[src/rtl/mips_ctrl_pkg.sv]
// Shared definitions for the MIPS pipeline sequencer: state encoding and drain defaults.
// The debug unit and the testbench import this package as well.
package mips_ctrl_pkg;

    localparam int MC_N_DRAIN  = 3;
    localparam int MC_NB_DRAIN = 2;
    localparam int MC_NB_CYCLE = 32;

    typedef enum logic [2:0] {
        ST_IDLE   = 3'd0,
        ST_RUN    = 3'd1,
        ST_STEP   = 3'd2,
        ST_DRAIN  = 3'd3,
        ST_HALTED = 3'd4
    } ctrl_state_t;

    // The pipeline advances (and the cycle counter counts) only in these states.
    function automatic logic is_active_state(input ctrl_state_t s);
        return (s == ST_RUN) || (s == ST_STEP) || (s == ST_DRAIN);
    endfunction

endpackage

[src/rtl/pipeline_control_unit_if.sv]
// Request/enable bundle between the pipeline sequencer and the hazard/debug/datapath side.
// The sequencer uses the slave modport; the surrounding logic (or a bench) uses master.
interface pipeline_control_unit_if #(
    parameter int NB_CYCLE = 32
);
    // Requests into the sequencer
    logic                i_start;
    logic                i_step;
    logic                i_halt_id;
    logic                i_risk_detected;
    logic                i_if_flush;

    // Pipeline controls and status out of the sequencer
    logic                o_pc_enable;
    logic                o_if_id_enable;
    logic                o_back_enable;
    logic                o_id_ex_bubble;
    logic                o_if_id_flush;
    logic                o_running;
    logic                o_halted;
    logic                o_step_done;
    logic [NB_CYCLE-1:0] o_cycle_count;

    modport slave (
        input  i_start, i_step, i_halt_id, i_risk_detected, i_if_flush,
        output o_pc_enable, o_if_id_enable, o_back_enable, o_id_ex_bubble,
               o_if_id_flush, o_running, o_halted, o_step_done, o_cycle_count
    );

    modport master (
        output i_start, i_step, i_halt_id, i_risk_detected, i_if_flush,
        input  o_pc_enable, o_if_id_enable, o_back_enable, o_id_ex_bubble,
               o_if_id_flush, o_running, o_halted, o_step_done, o_cycle_count
    );

endinterface

[src/rtl/pipeline_control_unit.sv]
// Central sequencer for the 5-stage MIPS pipeline: run/step/halt FSM, stage enables,
// stall bubble, IF/ID flush, HALT drain and a cycle counter for the debug unit.
module pipeline_control_unit
    import mips_ctrl_pkg::*;
#(
    parameter int N_DRAIN  = MC_N_DRAIN,
    parameter int NB_DRAIN = MC_NB_DRAIN,
    parameter int NB_CYCLE = MC_NB_CYCLE
) (
    input  logic                  i_clock,
    input  logic                  i_reset,
    pipeline_control_unit_if.slave bus
);

    ctrl_state_t           r_state;
    logic [NB_DRAIN-1:0]   r_drain_count;
    logic [NB_CYCLE-1:0]   r_cycle_count;
    logic                  r_halted;
    logic                  r_step_done;

    logic                  w_pc_enable;
    logic                  w_if_id_enable;
    logic                  w_back_enable;
    logic                  w_id_ex_bubble;
    logic                  w_if_id_flush;
    logic                  w_halt_accept;
    logic                  w_active;

    assign w_active = is_active_state(r_state);

    // Stall beats HALT beats flush; a stalled HALT is simply seen again next cycle.
    always_comb begin
        w_pc_enable    = 1'b0;
        w_if_id_enable = 1'b0;
        w_back_enable  = 1'b0;
        w_id_ex_bubble = 1'b0;
        w_if_id_flush  = 1'b0;
        w_halt_accept  = 1'b0;
        case (r_state)
            ST_RUN, ST_STEP: begin
                if (bus.i_risk_detected) begin
                    w_back_enable  = 1'b1;
                    w_id_ex_bubble = 1'b1;
                end else if (bus.i_halt_id) begin
                    w_back_enable  = 1'b1;
                    w_halt_accept  = 1'b1;
                end else begin
                    w_pc_enable    = 1'b1;
                    w_if_id_enable = 1'b1;
                    w_back_enable  = 1'b1;
                    w_if_id_flush  = bus.i_if_flush;
                end
            end
            ST_DRAIN: begin
                w_back_enable  = 1'b1;
                w_id_ex_bubble = 1'b1;
            end
            default: ;
        endcase
    end

    always_ff @(posedge i_clock) begin
        if (i_reset) begin
            r_state       <= ST_IDLE;
            r_drain_count <= '0;
            r_cycle_count <= '0;
            r_halted      <= 1'b0;
            r_step_done   <= 1'b0;
        end else begin
            r_step_done <= 1'b0;
            if (w_active) begin
                r_cycle_count <= r_cycle_count + NB_CYCLE'(1);
            end
            case (r_state)
                ST_IDLE: begin
                    if (bus.i_start) begin
                        r_state <= ST_RUN;
                    end else if (bus.i_step) begin
                        r_state <= ST_STEP;
                    end
                end
                ST_RUN: begin
                    if (w_halt_accept) begin
                        r_state       <= ST_DRAIN;
                        r_drain_count <= NB_DRAIN'(N_DRAIN - 1);
                    end
                end
                ST_STEP: begin
                    if (w_halt_accept) begin
                        r_state       <= ST_DRAIN;
                        r_drain_count <= NB_DRAIN'(N_DRAIN - 1);
                    end else begin
                        r_state     <= ST_IDLE;
                        r_step_done <= 1'b1;
                    end
                end
                ST_DRAIN: begin
                    if (r_drain_count == '0) begin
                        r_state  <= ST_HALTED;
                        r_halted <= 1'b1;
                    end else begin
                        r_drain_count <= r_drain_count - NB_DRAIN'(1);
                    end
                end
                ST_HALTED: begin
                    r_halted <= 1'b1;
                end
                default: begin
                    r_state <= ST_IDLE;
                end
            endcase
        end
    end

    assign bus.o_pc_enable    = w_pc_enable;
    assign bus.o_if_id_enable = w_if_id_enable;
    assign bus.o_back_enable  = w_back_enable;
    assign bus.o_id_ex_bubble = w_id_ex_bubble;
    assign bus.o_if_id_flush  = w_if_id_flush;
    assign bus.o_running      = w_active;
    assign bus.o_halted       = r_halted;
    assign bus.o_step_done    = r_step_done;
    assign bus.o_cycle_count  = r_cycle_count;

endmodule

[src/flat_wrapper.sv]
// flat-port wrapper written by rule: the top's interface ports become plain ports
module pipeline_control_unit_flat import mips_ctrl_pkg::*;
#(
    parameter int N_DRAIN  = MC_N_DRAIN,
    parameter int NB_DRAIN = MC_NB_DRAIN,
    parameter int NB_CYCLE = MC_NB_CYCLE
)
  (i_clock, i_reset, bus_i_start, bus_i_step, bus_i_halt_id, bus_i_risk_detected, bus_i_if_flush, bus_o_pc_enable, bus_o_if_id_enable, bus_o_back_enable, bus_o_id_ex_bubble, bus_o_if_id_flush, bus_o_running, bus_o_halted, bus_o_step_done, bus_o_cycle_count);
  pipeline_control_unit_if #(.NB_CYCLE(NB_CYCLE)) bus_i ();
  input  logic i_clock;
  input  logic i_reset;
  input wire logic [$bits(bus_i.i_start)-1:0] bus_i_start;
  input wire logic [$bits(bus_i.i_step)-1:0] bus_i_step;
  input wire logic [$bits(bus_i.i_halt_id)-1:0] bus_i_halt_id;
  input wire logic [$bits(bus_i.i_risk_detected)-1:0] bus_i_risk_detected;
  input wire logic [$bits(bus_i.i_if_flush)-1:0] bus_i_if_flush;
  output wire logic [$bits(bus_i.o_pc_enable)-1:0] bus_o_pc_enable;
  output wire logic [$bits(bus_i.o_if_id_enable)-1:0] bus_o_if_id_enable;
  output wire logic [$bits(bus_i.o_back_enable)-1:0] bus_o_back_enable;
  output wire logic [$bits(bus_i.o_id_ex_bubble)-1:0] bus_o_id_ex_bubble;
  output wire logic [$bits(bus_i.o_if_id_flush)-1:0] bus_o_if_id_flush;
  output wire logic [$bits(bus_i.o_running)-1:0] bus_o_running;
  output wire logic [$bits(bus_i.o_halted)-1:0] bus_o_halted;
  output wire logic [$bits(bus_i.o_step_done)-1:0] bus_o_step_done;
  output wire logic [$bits(bus_i.o_cycle_count)-1:0] bus_o_cycle_count;
  assign bus_i.i_start = bus_i_start;
  assign bus_i.i_step = bus_i_step;
  assign bus_i.i_halt_id = bus_i_halt_id;
  assign bus_i.i_risk_detected = bus_i_risk_detected;
  assign bus_i.i_if_flush = bus_i_if_flush;
  assign bus_o_pc_enable = bus_i.o_pc_enable;
  assign bus_o_if_id_enable = bus_i.o_if_id_enable;
  assign bus_o_back_enable = bus_i.o_back_enable;
  assign bus_o_id_ex_bubble = bus_i.o_id_ex_bubble;
  assign bus_o_if_id_flush = bus_i.o_if_id_flush;
  assign bus_o_running = bus_i.o_running;
  assign bus_o_halted = bus_i.o_halted;
  assign bus_o_step_done = bus_i.o_step_done;
  assign bus_o_cycle_count = bus_i.o_cycle_count;
  pipeline_control_unit #(.N_DRAIN(N_DRAIN), .NB_DRAIN(NB_DRAIN), .NB_CYCLE(NB_CYCLE)) u_core (.i_clock(i_clock), .i_reset(i_reset), .bus(bus_i));
endmodule
[config.mk]
export PLATFORM = sky130hd
export DESIGN_NAME = pipeline_control_unit_flat
export DESIGN_NICKNAME = d
export VERILOG_FILES = /design/src/rtl/mips_ctrl_pkg.sv /design/src/rtl/pipeline_control_unit_if.sv /design/src/rtl/pipeline_control_unit.sv /design/src/flat_wrapper.sv
export SDC_FILE = /design/constraint.sdc
export NUM_CORES = 1
export LEC_CHECK = 0
export CORE_AREA = 2 2 67 69
export CTS_CLUSTER_DIAMETER = 50
export DETAILED_ROUTE_END_ITERATION = 8
export DIE_AREA = 0 0 69 71
export GPL_TIMING_DRIVEN = 0
export MAX_ROUTING_LAYER = met4
export PLACE_DENSITY = 0.83
export SETUP_SLACK_MARGIN = 0.3
export SYNTH_ARGS = -nofsm -noshare
export SYNTH_HDL_FRONTEND = slang
export SYNTH_SLANG_ARGS = --single-unit
[constraint.sdc]
create_clock -name i_clock -period 2.6 [get_ports i_clock]
set_input_delay 0.52 -clock i_clock [delete_from_list [all_inputs] [get_ports i_clock]]
set_output_delay 0.52 -clock i_clock [all_outputs]
set_load 0.02 [all_outputs]
==> flow_summary.json, run 1 <==
{
  "yosys.area.top_type": "dfxtp_1",
  "cts_buffers": 5,
  "maxSlewViolCount": 0,
  "hold_depth": 2,
  "synth_top_cell_area_share_pct": 39.4,
  "power.total_mw": 1.30,
  "area_delta_synth_final_pct": 33.4,
  "holdPathEnd": "u_core.bus.o_halted$_SDFFE_PP0P_",
  "clkSinkCount": 39,
  "power.density_nw_per_um2": 492,
  "fin_cells": 341,
  "crit_buf_inv": 2,
  "grt_util_all_layers_pct": 21.6,
  "synth.avg_cell_area_um2": 8.44,
  "diodes": 0,
  "cts_tree": "built",
  "core_area_um2": 4200,
  "drive_gt1_share_pct": 10.4,
  "grt-ovfl-total": 0,
  "die_x_um": 69,
  "die_area_um2": 4900,
  "htreeDepth": 2,
  "finalClockSkew_ns": 0.00324,
  "layout.nets": 297,
  "antenna_found_initial": 0,
  "hold_viol_final": 0,
  "clockBufferDepth": 2,
  "r2r_cells": 7,
  "hp-start": "u_core.bus.o_halted$_SDFFE_PP0P_",
  "ys_types": 37,
  "io_pins": 47,
  "period_share_pct": 84.0,
  "cts_root_buffer": "clkbuf_8",
  "r2r_setup_slack_ns": 0.57,
  "syn_area_um2": 1980,
  "portBuffers": 46,
  "rows": 24,
  "drtPass1Iterations": 4,
  "async_flop_share_pct": 0,
  "vias_per_cell": 5.82,
  "grt_pass1_wl_mm": 8.40,
  "reg2reg_to": "u_core.bus.o_cycle_count[17]$_SDFFE_PP0P_",
  "ys.flop_type": "dfxtp_1",
  "drtIter0Drc": 126,
  "hp-class": "flop to flop",
  "yosysWarnings": 0,
  "drt_wl_total_mm": 5.06,
  "outcome": "finished, final reports clean",
  "die_h_um": 71,
  "synth_edf_count": 0,
  "leakage_nw": 0.883,
  "slowest_delay_ns": 0.55,
  "cts_hold_buffers": 0,
  "path_clk_slew_ns": 0.08,
  "synthCells": 235,
  "rsz0062_at_grt": "no",
  "ir_worst_vdd_v": 0.000331,
  "wire_per_inst_um": 14.8,
  "critPathTopFamily": "buffers and inverters",
  "setup_viol_count_final": 0,
  "min_period_ns": 2.18,
  "gp_congestion": 0.807,
  "start_util_pct": 47.2,
  "crit_slowest_cell": "clkdlybuf4s50_1",
  "drc": 0,
  "synth_area_leaders": "dfxtp_1, a21oi_1, or4_1, o31ai_1, nand4_1",
  "timing.rr.start": "u_core.r_state[0]$_SDFFE_PP0P_",
  "start_kind": "primary input",
  "ant_nets": 0,
  "vias": 1986,
  "worstPathArrival_ns": 1.66,
  "grt_start_max_net_pins": 13,
  "drv_cap": 0,
  "clock_latency_ns": 0.30,
  "worst_slew_pin_slew_ns": 0.593,
  "dp_cells": 333,
  "max_clock_freq_ghz": 0.458,
  "fin_tns_setup_ns": 0,
  "path_class": "primary input to output port",
  "synth_nets": 244,
  "critPathMaxFanout": 3,
  "grt_pass1_vias": 1837,
  "cp.required_ns": 2.08,
  "fin_hold_ws_ns": 0.451,
  "synth-seq-cells": 39,
  "ys_seq_area_share_pct": 39.4,
  "dpl.hpwl_mm": 3.49,
  "end_kind": "output port",
  "cp_cell_sequence": "clkdlybuf4s50_1, o21ai_0, a21oi_1, dlygate4sd2_1",
  "relSlewSlack_pct": 60.5
}
power by group:
group	internal, mW	leakage [nW]	switching (mW)
clock	0.311	0.0612	0.225
combinational	0.0650	0.507	0.0834
sequential	0.608	0.315	0.00902
total	0.983	0.883	0.317
worst max path at each step:
stage                                         from                  to  slack [ns]  cells past startpoint
CTS                 u_core.r_state[0]$_SDFFE_PP0P_       bus_o_running        0.17                      5
detailed placement             bus_i_risk_detected   bus_o_if_id_flush       -0.02                      4
finish                         bus_i_risk_detected  bus_o_id_ex_bubble        0.42                      4
floorplan           u_core.r_state[1]$_SDFFE_PP0P_   bus_o_if_id_flush        0.59                      4
global route                   bus_i_risk_detected  bus_o_id_ex_bubble        0.33                      4
global placement               bus_i_risk_detected   bus_o_if_id_flush       -0.01                      4
synthesized netlist by cell type (7+ instances only):
cell type and number:
dfxtp_1 39, a21oi_1 24, nor2_1 17, or4_1 15, o31ai_1 14, nand3_1 13, nand2_1 12, nand4_1 12
inv_1 11, o21ai_0 8, and4_1 7, xor2_1 7
state kept, by name, summed over array words and instances, names as in the netlist:
| name | cells |
|---|---|
| u_core.bus.o_step_done | 1 |
| u_core.bus.o_halted | 1 |
| u_core.r_state | 3 |
| u_core.bus.o_cycle_count | 32 |
| u_core.r_drain_count | 2 |
timing repair:
item / in CTS / in global routing
gates resized for setup: 6 / 6
endpoints found under the hold margin: 0 / 0
setup endpoints to repair: 5 / 3
buffers inserted: 0 / 0
pin swaps: 0 / 1
cells in the final DEF (no fill, tap or decap), types with 2 or more instances in the layout:
| cell | n |
|---|---|
| nor3_1 | 3 |
| clkbuf_8 | 6 |
| nor2_1 | 17 |
| nand4_1 | 12 |
| or4_1 | 15 |
| dfxtp_1 | 39 |
| buf_4 | 4 |
| clkbuf_2 | 2 |
| and4_1 | 7 |
| nor4_1 | 4 |
| nand3_1 | 13 |
| xnor2_1 | 4 |
| o31ai_1 | 14 |
| and3_1 | 4 |
| clkdlybuf4s50_1 | 41 |
| buf_2 | 4 |
| and2_1 | 2 |
| nor2b_1 | 3 |
| or3_1 | 4 |
| ha_1 | 2 |
| mux2_2 | 4 |
| o21ai_0 | 8 |
| clkbuf_1 | 4 |
| dlygate4sd2_1 | 2 |
| inv_1 | 11 |
| nand2_1 | 12 |
| xor2_1 | 6 |
| buf_1 | 2 |
| a21oi_1 | 24 |
metal layers:
layer / up-vias / global-route usage [%] / share of wire, %
met5: - / - / 0
met4: 0 / 7.63 / 1.7
met3: 10 / 6.27 / 5.1
met2: 53 / 34.7 / 49
met1: 942 / 25.9 / 44
li1: 981 / - / -
layout make-up:
| cell class | instances | area [um^2] |
|---|---|---|
| Tap cell | 52 | 65.1 |
| Buffer | 14 | 72.6 |
| Inverter | 11 | 41.3 |
| Timing Repair Buffer | 46 | 450 |
| Clock buffer | 6 | 82.6 |
| Fill cell | 379 | 1560 |
| Sequential cell | 39 | 781 |
| Multi-Input combinational cell | 171 | 1120 |
| Clock inverter | 2 | 35.0 |
worst reg2reg max path, delay by kind of cell, from the launching register on:
family / cells / cell delay [ns]
flops: 1 / 0.32
simple gates: 2 / 0.63
mux: 1 / 0.38
compound gates: 1 / 0.11
buf+inv: 3 / 0.50
cells by family after synthesis:
group / count (synthesis) / synth area share, %
mux: 4 / 2.27
compound gates: 50 / 15.3
buf+inv: 25 / 5.74
fa+ha+maj: 2 / 1.26
flops: 39 / 39.4
xor+xnor: 11 / 4.86
simple gates: 104 / 31.2
metrics by stage:
step	cell area, um^2	worst slack, ns	utilization [%]
finish	2650	0.415	62.9
global route	2650	0.329	62.9
CTS	2640	0.169	62.7
detailed placement	2510	-0.0158	59.8
global placement	2510	-0.0145	59.8
floorplan	1990	0.594	-
(Power assumes the default switching activity.)
==> run 2: changes to the inputs <==
==> constraint.sdc (replaced) <==
create_clock -name i_clock -period 2.1 [get_ports i_clock]
set_input_delay 0.42 -clock i_clock [delete_from_list [all_inputs] [get_ports i_clock]]
set_output_delay 0.42 -clock i_clock [all_outputs]
set_load 0.02 [all_outputs]
==> run 2 against run 1 <==
  * First-iteration DRC count increased by 63%
  * Register-to-register slack got worse by 0.31 ns
  * Critical path type is now flop to output port
  * Sequential power increased by 23%
  * Sequential share of layout area decreased by 1.5 points
  * Final area increased by 13%
  * Hold slack improved by 0.016 ns
  * Largest cell class unchanged
  * Setup slack got worse by 0.19 ns
  * Highest routed layer unchanged
==> flow_summary.json, run 2 (synthesis results as in run 1) <==
{
  "clockBufferDepth": 2,
  "critPathTopFamily": "simple AND/OR/NAND/NOR gates",
  "drc": 0,
  "top_usage_layer": "met2",
  "vias": 2148,
  "max_clock_freq_ghz": 0.533,
  "met2_usage_pct": 37.5,
  "clock_latency_ns": 0.29,
  "die_x_um": 69,
  "fin_hold_ws_ns": 0.467,
  "io_pins": 47,
  "clkSinkCount": 39,
  "r2r_setup_slack_ns": 0.26,
  "vias_per_cell": 5.97,
  "met3_usage_pct": 3.85,
  "die_area_um2": 4900,
  "crit_buf_inv": 2,
  "min_period_ns": 1.88,
  "setup_viol_count_final": 0,
  "r2r_cells": 7,
  "layout_common_cells": "clkdlybuf4s50_1, a21oi_1, buf_4, nor2_1, dfxtp_1",
  "portBuffers": 46,
  "grt_start_max_net_pins": 13,
  "rows": 24,
  "dp_cells": 333,
  "hold_viol_final": 0,
  "dpl.hpwl_mm": 3.50,
  "worstPathArrival_ns": 1.46,
  "drv_cap": 0,
  "path_clk_slew_ns": 0.08,
  "use_met1_pct": 26.1,
  "core_area_um2": 4200,
  "finalClockSkew_ns": 0.00363,
  "power.total_mw": 1.60,
  "start_kind": "flop",
  "cts_root_buffer": "clkbuf_8",
  "fillCellCount": 308,
  "cp.required_ns": 1.68,
  "crit_path_start": "u_core.r_state[0]$_SDFFE_PP0P_",
  "antenna_found_initial": 0,
  "htreeDepth": 2,
  "ant_nets": 0,
  "start_util_pct": 47.2,
  "power.density_nw_per_um2": 534,
  "critPathMaxFanout": 3,
  "period_share_pct": 89.3,
  "grt_pass1_wl_mm": 8.78,
  "cp_cell_sequence": "buf_6, xor2_2, nor4b_4, and2_1, buf_6",
  "slowest_delay_ns": 0.32,
  "largest_reg_flops": 32,
  "worst_slew_pin_slew_ns": 0.465,
  "end_kind": "output port",
  "timing.rr.start": "u_core.r_state[1]$_SDFFE_PP0P_",
  "final_common_cell": "clkdlybuf4s50_1",
  "drtIter0Drc": 206,
  "hp-class": "flop to flop",
  "leakage_nw": 1.11,
  "gp_congestion": 0.804,
  "fin_tns_setup_ns": 0,
  "die_h_um": 71,
  "ir_worst_vdd_v": 0.000537,
  "drtPass1Iterations": 4,
  "crit_slowest_cell": "dfxtp_2",
  "final-seq-area_um2": 838,
  "grt-ovfl-total": 0,
  "path_class": "flop to output port",
  "crit_end": "bus_o_if_id_flush",
  "crit_top_cell": "buf_6",
  "fin_cells": 360,
  "drive_gt1_share_pct": 30.8,
  "cp.depth": 5,
  "cts_buffers": 5,
  "area_delta_synth_final_pct": 51.0,
  "maxSlewViolCount": 0,
  "rsz0062_at_grt": "yes",
  "multi_input_area_um2": 1240,
  "relSlewSlack_pct": 69.0,
  "grt_pass1_vias": 1911,
  "outcome": "finished, final reports clean",
  "grt_util_all_layers_pct": 22.3,
  "layout.nets": 316,
  "diodes": 0,
  "drt_wl_total_mm": 5.89,
  "reg2reg_to": "u_core.bus.o_cycle_count[18]$_SDFFE_PP0P_",
  "final_util_pct": 71.3,
  "wire_per_inst_um": 16.4,
  "cts_tree": "built"
}
## run 2: changes by cell type in the layout (fill, tap and decap cells not counted), moves of 3 or more
cell and change:
dlymetal6s2s_1 +3, dfxtp_4 +11, dfxtp_1 -24, buf_6 +8, a21oi_1 -3, clkbuf_1 -3, dfxtp_2 +13, buf_4 +15
clkdlybuf4s50_1 -8, a21oi_2 +3
## run 2: worst reg2reg max path, stage by stage (launching register included)
cell	delay, ns
dfxtp_2	0.33
buf_6	0.12
o21bai_4	0.10
buf_4	0.15
or3_4	0.35
buf_6	0.14
or4_4	0.47
a21oi_2	0.12
## run 2: layer usage
metal  up-vias  routed length, um
met4         0                122
li1       1024                  -
met2        75               2910
met3        12                333
met5         -                  0
met1      1037               2520
## run 2: layout make-up
class	instances	area share [%]
well taps	52	2.17
clock inverters	1	0.167
inverters	11	1.38
clock buffers	7	3.59
plain buffers	14	3.72
multi-input cells	172	41.4
repair buffers	64	19.5
flip-flops and latches	39	28.0
## run 2: where the power goes
part           leakage, nW  internal [mW]  switching (mW)
logic                0.725          0.115           0.123
registers            0.330          0.743          0.0128
clock network       0.0594          0.337           0.268
## run 2: what timing repair did
| item | CTS | global route |
|---|---|---|
| setup endpoints to repair | 25 | 42 |
| endpoints found under the hold margin | 0 | 0 |
| setup buffers | 7 | 10 |
| pin swaps | 6 | 13 |
| gates cloned | 0 | 2 |
| hold buffers | 0 | 0 |
| resized for setup | 38 | 47 |
## run 2: metrics by stage
step	cell area [um^2]	setup WS [ns]
detailed placement	2570	-0.302
global route	3000	0.150
floorplan	2050	0.296
finish	3000	0.224
CTS	2780	0.211
global placement	2570	-0.276
## run 2: worst min-delay path by stage
| stage | startpoint | to | slack [ns] | cells past startpoint |
|---|---|---|---|---|
| global route | u_core.bus.o_halted$_SDFFE_PP0P_ | u_core.bus.o_halted$_SDFFE_PP0P_ | 0.49 | 2 |
| finish | u_core.bus.o_halted$_SDFFE_PP0P_ | u_core.bus.o_halted$_SDFFE_PP0P_ | 0.47 | 2 |
| global placement | u_core.bus.o_halted$_SDFFE_PP0P_ | u_core.bus.o_halted$_SDFFE_PP0P_ | 0.45 | 2 |
| CTS | u_core.bus.o_halted$_SDFFE_PP0P_ | u_core.bus.o_halted$_SDFFE_PP0P_ | 0.47 | 2 |
| detailed placement | u_core.bus.o_halted$_SDFFE_PP0P_ | u_core.bus.o_halted$_SDFFE_PP0P_ | 0.46 | 2 |
| floorplan | u_core.r_drain_count[0]$_SDFFE_PP0P_ | u_core.r_drain_count[0]$_SDFFE_PP0P_ | 0.45 | 2 |
